### src/rtl/alu_seq_pkg.sv
// Shared types and constants for the ALU sequencer slice.
// Opcodes here must track the alu decode.
package alu_seq_pkg;

  typedef enum logic [1:0] {
    IDLE,
    EXEC,
    RESP
  } seq_state_t;

  localparam int       DEFAULT_W = 16;

  localparam logic [4:0] OP_ADD = 5'b00000;
  localparam logic [4:0] OP_SUB = 5'b00001;
  localparam logic [4:0] OP_AND = 5'b01000;
  localparam logic [4:0] OP_OR  = 5'b01001;
  localparam logic [4:0] OP_XOR = 5'b01010;
  localparam logic [4:0] OP_NOT = 5'b01101;

endpackage

### src/rtl/alu_seq_if.sv
// Request/response handshake bundle between a controller
// and the ALU sequencer.
interface alu_seq_if #(
  parameter int W = 16
);
  logic                req_valid;
  logic                req_ready;
  logic [4:0]          req_op;
  logic                req_load;
  logic signed [W-1:0] req_operand;
  logic                rsp_valid;
  logic                rsp_ready;
  logic signed [W-1:0] rsp_result;
  logic [3:0]          rsp_flags;

  modport master (
    output req_valid, req_op, req_load, req_operand, rsp_ready,
    input  req_ready, rsp_valid, rsp_result, rsp_flags
  );

  modport slave (
    input  req_valid, req_op, req_load, req_operand, rsp_ready,
    output req_ready, rsp_valid, rsp_result, rsp_flags
  );
endinterface

### src/rtl/alu.sv
// Combinational ALU; flags are {N, Z, C, V}.
// C is carry-out on add and borrow on subtract.
module alu
  import alu_seq_pkg::*;
#(
  parameter int W = DEFAULT_W
) (
  input  logic [4:0]          alu_op,
  input  logic signed [W-1:0] operandA,
  input  logic signed [W-1:0] operandB,
  output logic signed [W-1:0] resultAccumulator,
  output logic [3:0]          flags
);

  logic [W:0]          sum;
  logic signed [W-1:0] res;
  logic                c;
  logic                v;

  always_comb begin
    sum = '0;
    res = operandA;
    c   = 1'b0;
    v   = 1'b0;
    unique case (alu_op)
      OP_ADD: begin
        sum = {1'b0, operandA} + {1'b0, operandB};
        res = sum[W-1:0];
        c   = sum[W];
        v   = (operandA[W-1] == operandB[W-1]) &&
              (res[W-1] != operandA[W-1]);
      end
      OP_SUB: begin
        sum = {1'b0, operandA} - {1'b0, operandB};
        res = sum[W-1:0];
        c   = sum[W];
        v   = (operandA[W-1] != operandB[W-1]) &&
              (res[W-1] != operandA[W-1]);
      end
      OP_AND: res = operandA & operandB;
      OP_OR:  res = operandA | operandB;
      OP_XOR: res = operandA ^ operandB;
      OP_NOT: res = ~operandA;
      default: res = operandA;
    endcase
  end

  assign resultAccumulator = res;
  assign flags = {res[W-1], res == '0, c, v};

endmodule

### src/rtl/alu_sequencer.sv
// Registered accumulator front end for alu: one op per
// request handshake, result returned on the response channel.
module alu_sequencer
  import alu_seq_pkg::*;
#(
  parameter int W = DEFAULT_W
) (
  input  logic        clk,
  input  logic        rst_n,
  alu_seq_if.slave    bus,
  output logic [15:0] op_count
);

  seq_state_t          state_q, state_d;
  logic signed [W-1:0] acc_q, acc_d;
  logic [3:0]          flags_q, flags_d;
  logic [4:0]          op_q, op_d;
  logic signed [W-1:0] operand_q, operand_d;
  logic                load_q, load_d;
  logic [15:0]         op_count_q, op_count_d;

  logic signed [W-1:0] alu_res;
  logic [3:0]          alu_flags;

  alu #(.W(W)) u_alu (
    .alu_op            (op_q),
    .operandA          (acc_q),
    .operandB          (operand_q),
    .resultAccumulator (alu_res),
    .flags             (alu_flags)
  );

  always_comb begin
    state_d    = state_q;
    acc_d      = acc_q;
    flags_d    = flags_q;
    op_d       = op_q;
    operand_d  = operand_q;
    load_d     = load_q;
    op_count_d = op_count_q;
    unique case (state_q)
      IDLE: begin
        if (bus.req_valid) begin
          op_d      = bus.req_op;
          operand_d = bus.req_operand;
          load_d    = bus.req_load;
          state_d   = EXEC;
        end
      end
      EXEC: begin
        // A load leaves the flags from the last real ALU op.
        if (load_q) begin
          acc_d = operand_q;
        end else begin
          acc_d   = alu_res;
          flags_d = alu_flags;
        end
        state_d = RESP;
      end
      RESP: begin
        if (bus.rsp_ready) begin
          op_count_d = op_count_q + 16'd1;
          state_d    = IDLE;
        end
      end
      default: state_d = IDLE;
    endcase
  end

  always_ff @(posedge clk or negedge rst_n) begin
    if (!rst_n) begin
      state_q    <= IDLE;
      acc_q      <= '0;
      flags_q    <= '0;
      op_q       <= '0;
      operand_q  <= '0;
      load_q     <= 1'b0;
      op_count_q <= '0;
    end else begin
      state_q    <= state_d;
      acc_q      <= acc_d;
      flags_q    <= flags_d;
      op_q       <= op_d;
      operand_q  <= operand_d;
      load_q     <= load_d;
      op_count_q <= op_count_d;
    end
  end

  assign bus.req_ready  = (state_q == IDLE);
  assign bus.rsp_valid  = (state_q == RESP);
  assign bus.rsp_result = acc_q;
  assign bus.rsp_flags  = flags_q;
  assign op_count       = op_count_q;

endmodule

### src/flat_wrapper.sv
// flat-port wrapper written by rule: the top's interface ports become plain ports
module alu_sequencer_flat import alu_seq_pkg::*;
#(
  parameter int W = DEFAULT_W
)
  (clk, rst_n, op_count, bus_req_valid, bus_req_op, bus_req_load, bus_req_operand, bus_rsp_ready, bus_req_ready, bus_rsp_valid, bus_rsp_result, bus_rsp_flags);
  alu_seq_if #(.W(W)) bus_i ();
  input  logic clk;
  input  logic rst_n;
  output logic [15:0] op_count;
  input wire logic [$bits(bus_i.req_valid)-1:0] bus_req_valid;
  input wire logic [$bits(bus_i.req_op)-1:0] bus_req_op;
  input wire logic [$bits(bus_i.req_load)-1:0] bus_req_load;
  input wire logic [$bits(bus_i.req_operand)-1:0] bus_req_operand;
  input wire logic [$bits(bus_i.rsp_ready)-1:0] bus_rsp_ready;
  output wire logic [$bits(bus_i.req_ready)-1:0] bus_req_ready;
  output wire logic [$bits(bus_i.rsp_valid)-1:0] bus_rsp_valid;
  output wire logic [$bits(bus_i.rsp_result)-1:0] bus_rsp_result;
  output wire logic [$bits(bus_i.rsp_flags)-1:0] bus_rsp_flags;
  assign bus_i.req_valid = bus_req_valid;
  assign bus_i.req_op = bus_req_op;
  assign bus_i.req_load = bus_req_load;
  assign bus_i.req_operand = bus_req_operand;
  assign bus_i.rsp_ready = bus_rsp_ready;
  assign bus_req_ready = bus_i.req_ready;
  assign bus_rsp_valid = bus_i.rsp_valid;
  assign bus_rsp_result = bus_i.rsp_result;
  assign bus_rsp_flags = bus_i.rsp_flags;
  alu_sequencer #(.W(W)) u_core (.clk(clk), .rst_n(rst_n), .bus(bus_i), .op_count(op_count));
endmodule
### config.mk
export PLATFORM = sky130hd
export DESIGN_NAME = alu_sequencer_flat
export DESIGN_NICKNAME = d
export VERILOG_FILES = /design/src/rtl/alu_seq_pkg.sv /design/src/rtl/alu_seq_if.sv /design/src/rtl/alu.sv /design/src/rtl/alu_sequencer.sv /design/src/flat_wrapper.sv
export SDC_FILE = /design/constraint.sdc
export NUM_CORES = 1
export LEC_CHECK = 0
export ABC_AREA = 0
export ABC_CLOCK_PERIOD_IN_PS = 9800
export CAP_MARGIN = 15
export CORE_MARGIN = 8
export CORE_UTILIZATION = 50
export CTS_CLUSTER_SIZE = 14
export DETAILED_ROUTE_END_ITERATION = 12
export GPL_ROUTABILITY_DRIVEN = 0
export GPL_TIMING_DRIVEN = 1
export HOLD_SLACK_MARGIN = 0.1
export PLACE_DENSITY = 0.69
export SLEW_MARGIN = 0
export SYNTH_ARGS = -nofsm -noshare
export SYNTH_HDL_FRONTEND = slang
export SYNTH_SLANG_ARGS = --single-unit
### constraint.sdc
create_clock -name clk -period 9.8 [get_ports clk]
set_input_delay 1.47 -clock clk [delete_from_list [all_inputs] [get_ports clk]]
set_output_delay 1.47 -clock clk [all_outputs]
set_load 0.03 [all_outputs]
==> key figures <==
Status
  • Status: finished, final reports clean

Job
  • Max Cap Viol: 0

Timing
  • Slew margin rel.: 38.9%
  • Fin. Hold Viols: 0
  • Fmax: 267 MHz
  • Clock skew: 0.0152 ns
  • Final Max Slew Viols: 0
  • Fin crit share: 38.2%
  • Tightest Pin Transition: 0.913 ns
  • Post-Route Setup TNS: 0 ns
  • Min cycle time layout: 3.74 ns
  • RSZ-0062 raised after global routing: no
  • Final setup viols: 0

Detailed routing
  • Initial DRC count: 487
  • Vias: 4841
  • Drt drc: 0
  • Drt pass-1 iters: 5
  • Avg WL per Cell: 18.1 µm
  • Drt total wl: 14.8 mm
  • DRT antenna net count: 0
  • Via density: 5.91

GRT
  • Antenna violations before repair: 0
  • Largest net degree at the start of global routing: 61
  • First-pass GRT wire length: 24.4 mm
  • Vias in the first global route: 4778
  • Overflow after GRT: 0
  • Total GRT Usage: 21.5%

Min path
  • Worst hold-check path type: reg2reg
  • Hold Path Sink: u_core.op_count[15]
  • Hold path startpoint: u_core.op_count[15]
  • Hold Path Depth: 1

Finish
  • Nets: 758
  • Area grow syn2layout: 16.8%
  • Share of layout cells above drive strength 1: 6.73%
  • Fillers: 963
  • Commonest cells after routing, fill and taps aside: 64 x nand2_1, 62 x clkdlybuf4s50_1, 61 x o21ai_0
  • Commonest non-fill, non-tap cell in the layout: nand2_1
  • ANT cells: 0
  • Post-Layout Cell Count: 819

Synth
  • Synth area leader: dfrtp_1
  • Sequential cell area fraction in the yosys report: 29.1%
  • #FFs+latches synth: 60
  • Number of flops mapped to enable cells by yosys: 0
  • Yosys warnings: 0
  • Cell Area, Synth: 5170 µm²
  • Post-Synthesis Mean Instance Area: 8.18 µm²
  • Top cell type's share of synthesized area: 29.1%
  • Synth cell types: 73
  • Largest cells by area after synthesis: dfrtp_1 29%, ha_1 13%, o21ai_0 5.9%
  • Synthesized instance count: 632
  • Main synth FF type: dfrtp_1
  • Syn_nets: 712
  • FFs w/ async S/R, synth: 100%

Critical path
  • CP Launch Type: flop
  • CP Class: reg2reg
  • Crit path DAT: 4.03 ns
  • Reg2reg path depth: 12
  • Worst reg2reg endpoint: u_core.bus.rsp_flags[2]
  • Critical R2R Launch: u_core.bus.rsp_result[1]
  • CP Max Fanout: 8
  • Critical Path RT: 10.09 ns
  • Worst Setup End Kind: flop
  • Flop2flop setup slack: 6.06 ns

Clocking
  • Clock transition at path regs: 0.08 ns
  • Setup Fix Bufs, Post-CTS: 0
  • Clock buffer count from CTS: 9
  • Post-CTS Resized: 0
  • Post-CTS Hold Fix Bufs: 0
  • CTS Root Cell: clkbuf_8
  • Worst skew pair latency: 0.37 ns
  • CTS HTree Levels: 3
  • CTS sink cnt: 60
  • CTS tree: built
  • CTS max path bufs: 2

Floorplanning
  • Total die area: 13800 µm²
  • Row count: 37
  • Die X: 118 µm
  • Top Ports: 64
  • Initial Utilization: 50.7%
  • Core area: 10200 µm²
  • Die height: 118 µm

Pwr
  • Sequential share of power: 20.9%
  • Worst-case vdd ir drop: 0.000193 V
  • Clock network fraction of total power: 9.2%
  • Cell leakage power: 2.62 nW
  • Switch Pwr: 1.19 mW
  • Comb pwr share: 70.0%
  • Power Density: 372 nW/µm²
  • Net Sw Frac: 53.0%
  • P_int: 1.05 mW

Placed design
  • Placed cells: 803
  • Port Buf Inserts: 63
  • HPWL Detailed: 10.6 mm
[synth_stat cells (all sizes together), types with 3 or more instances]
cell     instances
o21bai           3
and3             7
o211ai           9
xnor2           19
nor2            55
or3              6
a21o             4
inv             53
o22ai            7
o31ai            7
mux2i           10
clkbuf          22
or2              6
mux2             9
o21ai           64
a211o            3
o21a             6
a2111oi          5
a211oi           8
nor2b            5
buf             12
ha              52
dfrtp           60
nor3             9
nand3           14
a221oi           9
nor4             3
nand2b           9
o221ai           5
nand2           64
xor2             5
a21oi           43
[stage by stage]
step	setup slack [ns]	instance area [µm²]	utilization (%)	total power, mW	hold WS (ns)
after global routing	5.88	6030	59.2	2.43	0.505
after floorplan	6.18	5170	-	1.60	0.550
after CTS	6.07	6030	59.2	2.22	0.482
after global placement	6.23	5860	57.6	1.98	0.466
after detailed placement	6.09	5860	57.6	2.00	0.465
final	6.06	6030	59.2	2.24	0.471
[critical path, cell delays in order, from the launching register on]
cell and delay, ns:
dfrtp_1 0.50, inv_1 0.13, fa_1 0.46, nor2b_1 0.20, o2111ai_1 0.18, a311oi_1 0.40, nor2_1 0.14, a211o_1 0.31
o21ai_0 0.09, o211ai_1 0.16, or4b_1 0.54, or4_1 0.42, o21ai_1 0.16
[power groups by stage]
stage	Clock (mW)	Sequential (mW)	Combinational, mW
2_1_floorplan	0	0.512	1.09
3_3_place_gp	0	0.465	1.51
3_5_place_dp	0	0.470	1.53
4_1_cts	0.213	0.466	1.54
5_1_grt	0.220	0.485	1.72
6_report	0.205	0.468	1.57
[how the worst max path moves through the flow]
stage,startpoint,to,slack (ns),cells past startpoint
5_1_grt,u_core.bus.rsp_result[1],u_core.bus.rsp_flags[2],5.88,12
2_1_floorplan,u_core.bus.rsp_result[1],u_core.bus.rsp_flags[2],6.18,12
3_3_place_gp,u_core.bus.rsp_result[1],u_core.bus.rsp_flags[2],6.23,12
6_report,u_core.bus.rsp_result[1],u_core.bus.rsp_flags[2],6.06,12
3_5_place_dp,u_core.bus.rsp_result[1],u_core.bus.rsp_flags[2],6.09,12
4_1_cts,u_core.bus.rsp_result[1],u_core.bus.rsp_flags[2],6.07,12
[flip-flops by register name, indices dropped and copies added (netlist names)]
register,count
u_core.bus.rsp_flags,4
u_core.state_q,2
u_core.op_count,16
u_core.operand_q,16
u_core.bus.rsp_result,16
u_core.op_q,5
u_core.load_q,1
[final cells by class]
cell class	instances	area (µm²)	share of cell area, %
Multi-Input combinational cell	485	3320	55.1
Sequential cell	60	1500	24.9
Timing Repair Buffer	69	671	11.1
Inverter	53	199	3.30
Tap cell	136	170	2.82
Clock buffer	12	145	2.41
Clock inverter	4	25.0	0.415
[cell families (layout without fill, tap and decap cells)]
family	Yosys count	after routing	synth area share, %
buf+inv	87	138	6.66
fa+ha+maj	54	54	13.4
xor+xnor	24	24	4.21
mux	19	19	3.90
flops	60	60	29.1
simple gates	190	190	17.2
compound gates	198	198	25.6
[metal layers]
metal | share of wire, % | GRT usage [%]
met5 | 0 | 0
met4 | 2.6 | 9.53
met3 | 9.1 | 6.43
met2 | 45 | 33.9
met1 | 44 | 26.7
(Power assumes the default switching activity.)
